<file path="src/rtl/j1_if.sv">
// j1_if: RAM and I/O bus of the j1 core; j1 is the master, memory/IO fabric the slave.
interface j1_if;
  logic        io_read_enable;
  logic        io_write_enable;
  logic [0:15] io_addr;
  logic [0:15] io_write_data;
  logic [0:15] io_read_data;
  logic        mem_read_enable;
  logic [0:15] mem_read_address;
  logic [0:15] mem_read_data;
  logic        mem_write_enable;
  logic [0:15] mem_write_address;
  logic [0:15] mem_write_data;
  modport master (
    output io_read_enable, io_write_enable, io_addr, io_write_data,
    output mem_read_enable, mem_read_address, mem_write_enable, mem_write_address, mem_write_data,
    input  io_read_data, mem_read_data
  );
  modport slave (
    input  io_read_enable, io_write_enable, io_addr, io_write_data,
    input  mem_read_enable, mem_read_address, mem_write_enable, mem_write_address, mem_write_data,
    output io_read_data, mem_read_data
  );
endinterface

</file>
<file path="src/rtl/j1.sv">
// j1: 16-bit multi-cycle register/stack CPU core (FETCH/EXEC/WB/HALT).
// Define J1_STACK_GUARD_EN to halt on stack overflow/underflow instead of wrapping.
module j1 #(
  parameter int          STACK_DEPTH = 16,
  parameter logic [0:15] RESET_PC    = 16'h0000
) (
  input logic clk,
  input logic resetq,
  j1_if.master bus
);
  localparam int W = $clog2(STACK_DEPTH);
  typedef enum logic [0:2] {FETCH, EXEC, WB, HALT} state_t;
  state_t      current_state;
  logic [0:15] pc, st0, ir;
  logic [0:15] r  [0:3];
  logic [0:15] st [0:STACK_DEPTH-1];
  logic [0:W-1] sp;
  logic        register_write_enable;
  logic [0:15] ins, imm, sv, dv, pc1, alu, wd, nxt;
  logic [0:3]  op, aop;
  logic [0:1]  d, s;
  logic        fetch, exec, push, pop, stall, wr_ex, unused;
`ifdef J1_STACK_GUARD_EN
  logic [0:W] depth;
  always_ff @(posedge clk or negedge resetq)
    if (!resetq) depth <= '0;
    else if (!stall) depth <= depth + (W+1)'(push) - (W+1)'(pop);
`endif
  always_comb begin
    ins   = bus.mem_read_data;
    op    = ins[0:3];
    d     = ins[4:5];
    s     = ins[6:7];
    imm   = {8'h00, ins[8:15]};
    aop   = ins[8:11];
    sv    = r[s];
    dv    = r[d];
    pc1   = pc + 16'd1;
    fetch = resetq && current_state == FETCH;
    exec  = resetq && current_state == EXEC;
    push  = exec && (op == 4'd7 || op == 4'd10);
    pop   = exec && (op == 4'd9 || op == 4'd11);
`ifdef J1_STACK_GUARD_EN
    stall = (push && depth == (W+1)'(STACK_DEPTH)) || (pop && depth == '0);
`else
    stall = 1'b0;
`endif
    alu = aop == 4'd0 ? dv + sv : aop == 4'd1 ? dv - sv : aop == 4'd2 ? dv & sv :
          aop == 4'd3 ? dv | sv : aop == 4'd4 ? dv ^ sv : aop == 4'd5 ? ~sv :
          aop == 4'd6 ? dv << 1 : aop == 4'd7 ? dv >> 1 : dv;
    wd  = op == 4'd0 ? sv : op == 4'd1 ? imm : op == 4'd6 ? alu : op == 4'd11 ? st0 : bus.io_read_data;
    nxt = (op == 4'd7 || op == 4'd15) ? sv : op == 4'd9 ? st0 : op == 4'd14 ? imm :
          (op == 4'd8 && r[0] < sv) ? imm : op == 4'd13 ? pc : pc1;
    wr_ex = exec && !stall && (op == 4'd0 || op == 4'd1 || op == 4'd11 ||
            (op == 4'd6 && !ins[8]) || (op == 4'd12 && ins[8]));
    register_write_enable = wr_ex || (resetq && current_state == WB);
    // Requests are decoded straight from the instruction word so they land in EXEC itself.
    bus.mem_read_enable   = fetch || (exec && (op == 4'd2 || op == 4'd4));
    bus.mem_read_address  = fetch ? pc : (exec && op == 4'd2) ? imm : (exec && op == 4'd4) ? sv : '0;
    bus.mem_write_enable  = exec && (op == 4'd3 || op == 4'd5);
    bus.mem_write_address = !exec ? '0 : op == 4'd3 ? imm : op == 4'd5 ? dv : '0;
    bus.mem_write_data    = !exec ? '0 : op == 4'd3 ? dv : op == 4'd5 ? sv : '0;
    bus.io_write_enable   = exec && op == 4'd12 && !ins[8];
    bus.io_read_enable    = exec && op == 4'd12 && ins[8];
    bus.io_addr           = (bus.io_write_enable || bus.io_read_enable) ? imm : '0;
    bus.io_write_data     = bus.io_write_enable ? sv : '0;
    unused = ^{ir[0:3], ir[6:15]};
  end
  always_ff @(posedge clk)
    if (push && !stall) st[sp] <= st0;
  always_ff @(posedge clk or negedge resetq) begin
    if (!resetq) begin
      current_state <= FETCH;
      pc  <= RESET_PC;
      st0 <= '0;
      sp  <= '0;
      ir  <= '0;
      for (int i = 0; i < 4; i++) r[i] <= '0;
    end else if (current_state == FETCH) begin
      current_state <= EXEC;
    end else if (current_state == WB) begin
      r[ir[4:5]] <= bus.mem_read_data;
      current_state <= FETCH;
    end else if (current_state == EXEC) begin
      ir <= ins;
      if (stall) current_state <= HALT;
      else begin
        current_state <= op == 4'd13 ? HALT : (op == 4'd2 || op == 4'd4) ? WB : FETCH;
        pc <= nxt;
        if (wr_ex) r[d] <= wd;
        if (push) begin
          st0 <= op == 4'd7 ? pc1 : sv;
          sp  <= sp + 1'b1;
        end
        if (pop) begin
          st0 <= st[sp - 1'b1];
          sp  <= sp - 1'b1;
        end
      end
    end
  end
endmodule

</file>
<file path="src/flat_wrapper.sv">
// flat-port wrapper written by rule: the top's interface ports become plain ports
module j1_flat 
#(
  parameter int          STACK_DEPTH = 16,
  parameter logic [0:15] RESET_PC    = 16'h0000
)
  (clk, resetq, bus_io_read_enable, bus_io_write_enable, bus_io_addr, bus_io_write_data, bus_mem_read_enable, bus_mem_read_address, bus_mem_write_enable, bus_mem_write_address, bus_mem_write_data, bus_io_read_data, bus_mem_read_data);
  j1_if bus_i ();
  input logic clk;
  input logic resetq;
  output wire logic [$bits(bus_i.io_read_enable)-1:0] bus_io_read_enable;
  output wire logic [$bits(bus_i.io_write_enable)-1:0] bus_io_write_enable;
  output wire logic [$bits(bus_i.io_addr)-1:0] bus_io_addr;
  output wire logic [$bits(bus_i.io_write_data)-1:0] bus_io_write_data;
  output wire logic [$bits(bus_i.mem_read_enable)-1:0] bus_mem_read_enable;
  output wire logic [$bits(bus_i.mem_read_address)-1:0] bus_mem_read_address;
  output wire logic [$bits(bus_i.mem_write_enable)-1:0] bus_mem_write_enable;
  output wire logic [$bits(bus_i.mem_write_address)-1:0] bus_mem_write_address;
  output wire logic [$bits(bus_i.mem_write_data)-1:0] bus_mem_write_data;
  input wire logic [$bits(bus_i.io_read_data)-1:0] bus_io_read_data;
  input wire logic [$bits(bus_i.mem_read_data)-1:0] bus_mem_read_data;
  assign bus_io_read_enable = bus_i.io_read_enable;
  assign bus_io_write_enable = bus_i.io_write_enable;
  assign bus_io_addr = bus_i.io_addr;
  assign bus_io_write_data = bus_i.io_write_data;
  assign bus_mem_read_enable = bus_i.mem_read_enable;
  assign bus_mem_read_address = bus_i.mem_read_address;
  assign bus_mem_write_enable = bus_i.mem_write_enable;
  assign bus_mem_write_address = bus_i.mem_write_address;
  assign bus_mem_write_data = bus_i.mem_write_data;
  assign bus_i.io_read_data = bus_io_read_data;
  assign bus_i.mem_read_data = bus_mem_read_data;
  j1 #(.STACK_DEPTH(STACK_DEPTH), .RESET_PC(RESET_PC)) u_core (.clk(clk), .resetq(resetq), .bus(bus_i));
endmodule
</file>
<file path="config.mk">
export PLATFORM = sky130hd
export DESIGN_NAME = j1_flat
export DESIGN_NICKNAME = d
export VERILOG_FILES = /design/src/rtl/j1_if.sv /design/src/rtl/j1.sv /design/src/flat_wrapper.sv
export SDC_FILE = /design/constraint.sdc
export NUM_CORES = 1
export LEC_CHECK = 0
export ABC_CLOCK_PERIOD_IN_PS = 8800
export BUFFER_PORTS_ARGS = -buffer_cell sky130_fd_sc_hd__buf_2
export CORE_UTILIZATION = 24
export CTS_BUF_LIST = sky130_fd_sc_hd__clkbuf_8
export DETAILED_ROUTE_END_ITERATION = 7
export PLACE_DENSITY = 0.38
export SYNTH_ARGS = -nofsm -noshare
export SYNTH_HDL_FRONTEND = slang
export SYNTH_SLANG_ARGS = --single-unit
export TNS_END_PERCENT = 10
</file>
<file path="constraint.sdc">
create_clock -name clk -period 8.8 [get_ports clk]
set_input_delay 1.32 -clock clk [delete_from_list [all_inputs] [get_ports clk]]
set_output_delay 1.32 -clock clk [all_outputs]
set_load 0.01 [all_outputs]
</file>
# Word-level counts from Yosys, hierarchy flattened
# Memories as Yosys holds them, arrays and structs flattened.
# Index checks and enable logic that the tools add are counted.
[classes] n_reduce_logical=40 mux=55 n_eq_ne=25 n_bitwise=9 add_sub_neg=5 div=0 n_mul=0 order_cmp=6 shift=0
[ops] operator="$mux 16" count=36
[ops] operator="$mux 64" count=3
[ops] operator="$bwmux 64" count=2
[ops] operator="$bmux 16 s2" count=2
[ops] operator="$demux 16 s2" count=2
[ops] operator="$eq 4x3->1 const B" count=8
[ops] operator="$eq 4x4->1 const B" count=8
[ops] operator="$logic_and 1x1->1" count=17
[ops] operator="$add 16x1->16 const B" count=1
[ops] operator="$add 16x16->16" count=1
[ops] operator="$and 16x16->16" count=1
[ops] operator="$eq 4x2->1 const B" count=4
[ops] operator="$lt 16x16->1" count=1
[ops] operator="$not 16->16" count=1
[ops] operator="$or 16x16->16" count=1
[ops] operator="$sub 16x16->16" count=1
[ops] operator="$xor 16x16->16" count=1
[ops] operator="$mux 3" count=4
[ops] operator="$logic_or 1x1->1" count=11
[ops] operator="$ge 3x3->1 const B" count=3
[ops] operator="$not 2->3" count=3
[ops] operator="$eq 4x1->1 const B" count=2
[ops] operator="$logic_not 4->1" count=2
[ops] operator="$mux 4" count=2
[ops] operator="other kinds (16)" count=23
[totals] latchBits=0 reg_bits=115 mem_count=1 output_inout_bits=84 in_bits=34 word_cells=150 mem_bits_rw=256 romBits=0
[mem_list] name="u_core.st" words=16 word_bits=16 rd=1 rd_clocked_by_memory_dff=0 write_ports=1 line="j1.sv:16" rtl="logic [0:15] st [0:STACK_DEPTH-1];"

# Longest topological paths before layout
[logic_depth] depth_word=19 mapped_depth=15

# Worst setup path after synthesis
# No wires, ideal clock.
[synth_path] path_kind="input -> register" start="in bus_mem_read_data[10]" end="reg u_core.r[26] (netlist name)" arrival_time_ns=4.447 path_slack_ns=4.224 cell_stages=15 path_cell_list="buf_6 > buf_4 > mux4_2 > inv_1 > ha_1 > inv_1 > fa_1 > nand2b_1 > a211oi_1 > o311ai_1 > a21oi_1 > a2111oi_0 > nor3_2 > a22oi_1 > o21ai_1"
[synth_between] elab_chain_len=19
[synth_rtl] item="start, declared" line="flat_wrapper.sv:21" rtl="input wire logic [$bits(bus_i.mem_read_data)-1:0] bus_mem_read_data;"
[synth_rtl] item="branches (longest 18 deep; another with $sub 16x16->16)"
[synth_rtl] item="$mux 64 (*)" line="j1.sv:81" rtl="end else if (current_state == WB) begin"
[synth_rtl] item="end signal, assigned by index" line="j1.sv:82" rtl="r[ir[4:5]] <= bus.mem_read_data;"
[synth_rtl] item="end signal, assigned by index" line="j1.sv:90" rtl="if (wr_ex) r[d] <= wd;"
[synth_rtl] item="end, declared" line="j1.sv:15" rtl="logic [0:15] r [0:3];"
# Mark *: on every way between the ends. The select of a mux whose other input is x is not followed.
# A chain may end at the register's enable or synchronous reset.

# Worst setup path in the final report
[layout_path] start="in bus_mem_read_data[13]" end="out bus_mem_write_address[1]"
[layout_between] elab_chain_len=4
[layout_rtl] item="$eq 4x3->1" line="j1.sv:61" rtl="bus.mem_write_address = !exec ? '0 : op == 4'd3 ? imm : op == 4'd5 ? dv : '0;"
[layout_rtl] item="$mux 16" line="j1.sv:61"
[layout_rtl] item="$mux 16 (*) (2 in series)" line="j1.sv:61"
[layout_rtl] item="end, declared" line="flat_wrapper.sv:18" rtl="output wire logic [$bits(bus_i.mem_write_address)-1:0] bus_mem_write_address;"
# Mark *: on every way between the ends. The rest lies on a longest branch, timed or not.

==> impl_metrics.ini <==
[status]
outcome = finished with violations
violations = design-rule violations

[critical_path]
crit_arrival_ps = 5310
cp_common_cell = buf_2
crit_family = simple AND/OR/NAND/NOR gates
crit_type = input port to output port
critPathMaxStageDelay_ps = 1130
cp_slowest_cell = nor3_1
crit_buf_inv = 4
path_cells = buf_2 -> buf_4 -> inv_1 -> nand2_1 -> nor3_1 -> nor2_1 -> a21oi_1 -> buf_2
reg2regPathDepth = 13
worstPathRequired_ps = 7480
path_max_fanout = 31
crit_cells = 8
start_kind = input port
end_kind = output port

[detailed_routing]
highest_layer = met5
drt-pass1-iter-count = 8
ant_nets = 0
post_drt_via_cell_ratio = 5.47
wire_per_inst_um = 28.2
postRouteWirelength_um = 90000
drc = 26
wl_met1_um = 42200
wl_met2_um = 39100
vias = 17500
drt_iter0_markers = 1450
wl_met3_um = 5900

[clock_tree]
numCtsBuffers = 66
cts.sink_count = 360
postCtsSetupBuffers = 0
cts_hold_buf = 0
htree_levels = 3
cts_tree = done
cts-root-buf = clkbuf_8
cts_max_path_buffers = 3
cts-resized-gates = 0
clkTransAtPathRegs_ps = 50
insertion_delay_ps = 670

[sta]
timing.final.ws_setup_ps = 2170
worstMarginPinSlew_ps = 1430
rsz0062_at_grt = false
min_period_ps = 6630
max_slew_margin_pct = 3.58
slew_viol_final = 0
hold_viol = 0
fin_skew_ps = 50.8
setup_violations = 0
fin_tns_setup_ps = 0
timing.fmax_mhz = 151
period_share_pct = 75.3

[logic_synthesis]
yosysSeqAreaShare_pct = 48.0
ys_ff_latch = 360
synthCells = 1918
syn_area_per_cell_um2 = 11.2
netlist_area_um2 = 21400
synth.distinct_cells = 85
synth_ff_type = edfxtp_1
synth_edf_count = 256
yosysWarnings = 0
synthArstFlopShare_pct = 28.9

[final_layout]
final_util_pct = 27.7
nets = 2095
area_growth_syn_to_layout_pct = 14.2
drive_gt1_share_pct = 19.5

[placement]
place_congestion = 0.899
dp_hpwl_um = 62500
portBuffers = 109
dpl_worst_slack_ps = 2380

[hold_path]
min_path_type = flip-flop to flip-flop
whs_path_depth = 2

[die]
die_w_um = 301
core_area_um2 = 88500
initial_core_util_pct = 24.2
die_h_um = 301
rows = 109
io_pins = 118
design.die.area_um2 = 90600

[global_route]
grt_max_degree = 90
grt.overflow.total = 0
grt_pass1_wl_um = 129000
grt_pass1_vias = 17300
grtUsageTotal_pct = 19.7
antenna_found_initial = 9

[power_and_ir_drop]
powerDensity_nw_per_um2 = 145
power.leakage_nw = 9.51
vdd_drop_max_uv = 84.0

[job]
drv_cap = 0
## cells by family after synthesis
logic type               count (synthesis)  share of synthesized area (%)
AO/OA/AOI/OAI                          541                           16.9
AND/OR/NAND/NOR                        538                           11.6
flip-flops                             360                           48.0
buffers and inverters                  225                           4.36
multiplexers                           141                           13.2
adder cells (fa/ha/maj)                 74                           4.39
XOR/XNOR                                38                           1.55
other                                    1                         0.0175
## cell usage in the layout (no fill, tap or decap), types with 12 or more instances in the layout
| master | count |
|---|---|
| edfxtp_1 | 256 |
| nand2_1 | 169 |
| nor2_1 | 166 |
| a21oi_1 | 132 |
| o21ai_0 | 109 |
| buf_2 | 108 |
| mux4_2 | 105 |
| dfrtp_1 | 103 |
| inv_1 | 87 |
| ha_1 | 71 |
| clkbuf_8 | 67 |
| buf_4 | 43 |
| a221oi_1 | 41 |
| nand3_1 | 40 |
| a32oi_1 | 28 |
| a211oi_1 | 22 |
| nand4_1 | 20 |
| mux2i_1 | 19 |
| xor2_1 | 19 |
| a31oi_1 | 19 |
| o22ai_1 | 19 |
| xnor2_1 | 17 |
| o211ai_1 | 17 |
| and2_1 | 16 |
| a22o_1 | 16 |
| nor3_1 | 16 |
| nor2b_1 | 15 |
| o21ai_1 | 14 |
| nand2b_1 | 13 |
| a21o_1 | 13 |
| nor4_1 | 12 |
## registers in the layout, indices dropped and copies added, names as in the netlist
signal / count
u_core.sp: 4
u_core.current_state: 2
u_core.st0: 16
u_core.r: 64
u_core.st: 256
u_core.ir: 2
u_core.pc: 16
## per-layer routing
layer,track usage (%),vias to the layer above
met5,0,-
met4,6.56,12
met3,3.54,143
met2,29.0,699
met1,28.9,9095
li1,-,7537
## final timing paths
kind / startpoint / endpoint / slack, ps
hold / removal: u_core.r[46] / u_core.r[46] / 510
setup reg to reg: u_core.r[48] / u_core.r[44] / 4200
hold reg to reg: u_core.r[46] / u_core.r[46] / 510
max in group asynchronous: resetq / u_core.sp[3] / 7280
min in group asynchronous: resetq / u_core.r[58] / 590
setup / recovery: bus_mem_read_data[13] / bus_mem_write_address[1] / 2170
## power by group
| part | internal [mW] | switching (mW) |
|---|---|---|
| combinational | 0.0564 | 0.164 |
| sequential | 1.80 | 0 |
| clock | 0.784 | 0.751 |
## cells in the mapped netlist, drive strengths merged, types with 12 or more instances
cell type | count | area (um2)
dfrtp | 104 | 2600
nor3 | 22 | 120
ha | 72 | 901
a211oi | 22 | 165
and2 | 16 | 100
mux4 | 110 | 2500
a32oi | 28 | 245
nor2b | 16 | 100
a21oi | 132 | 661
nand4 | 20 | 125
nand2 | 169 | 634
o22ai | 20 | 131
nand2b | 13 | 81.3
a31oi | 19 | 119
inv | 66 | 248
xor2 | 19 | 166
xnor2 | 19 | 166
a221oi | 41 | 359
nand3 | 40 | 200
buf | 58 | 308
nor4 | 13 | 87.6
edfxtp | 256 | 7690
a21o | 13 | 97.6
a22o | 16 | 140
o21ai | 123 | 616
clkbuf | 100 | 375
nor2 | 181 | 682
a22oi | 12 | 95.1
o211ai | 17 | 128
mux2i | 20 | 204
## worst register-to-register path, cell delays in order, from the launching register on
cell	delay, ps
dfrtp_1	500
mux4_2	610
inv_1	120
ha_1	200
inv_1	70
fa_1	480
nand2b_1	120
a211oi_1	110
o311ai_1	970
a31oi_1	270
xnor2_1	200
a21o_1	180
a22oi_1	440
o21ai_0	190
## stage by stage
step	power (mW)	std cells	instance area, um2	hold slack, ps
3_3_place_gp	2.05	3084	23300	478
5_1_grt	3.69	3197	24500	530
3_5_place_dp	2.05	3084	23300	488
2_1_floorplan	1.96	1925	21500	458
4_1_cts	3.61	3195	24500	501
6_report	3.55	3197	24500	507
## final cells by class
type / instances / area (um2)
Antenna cell: 2 / 5.00
Clock buffer: 67 / 922
Clock inverter: 44 / 300
Fill cell: 9242 / 64000
Inverter: 67 / 251
Multi-Input combinational cell: 1340 / 10400
Sequential cell: 360 / 10300
Tap cell: 1165 / 1460
Timing Repair Buffer: 152 / 883
Power figures use the tool's default switching activity.
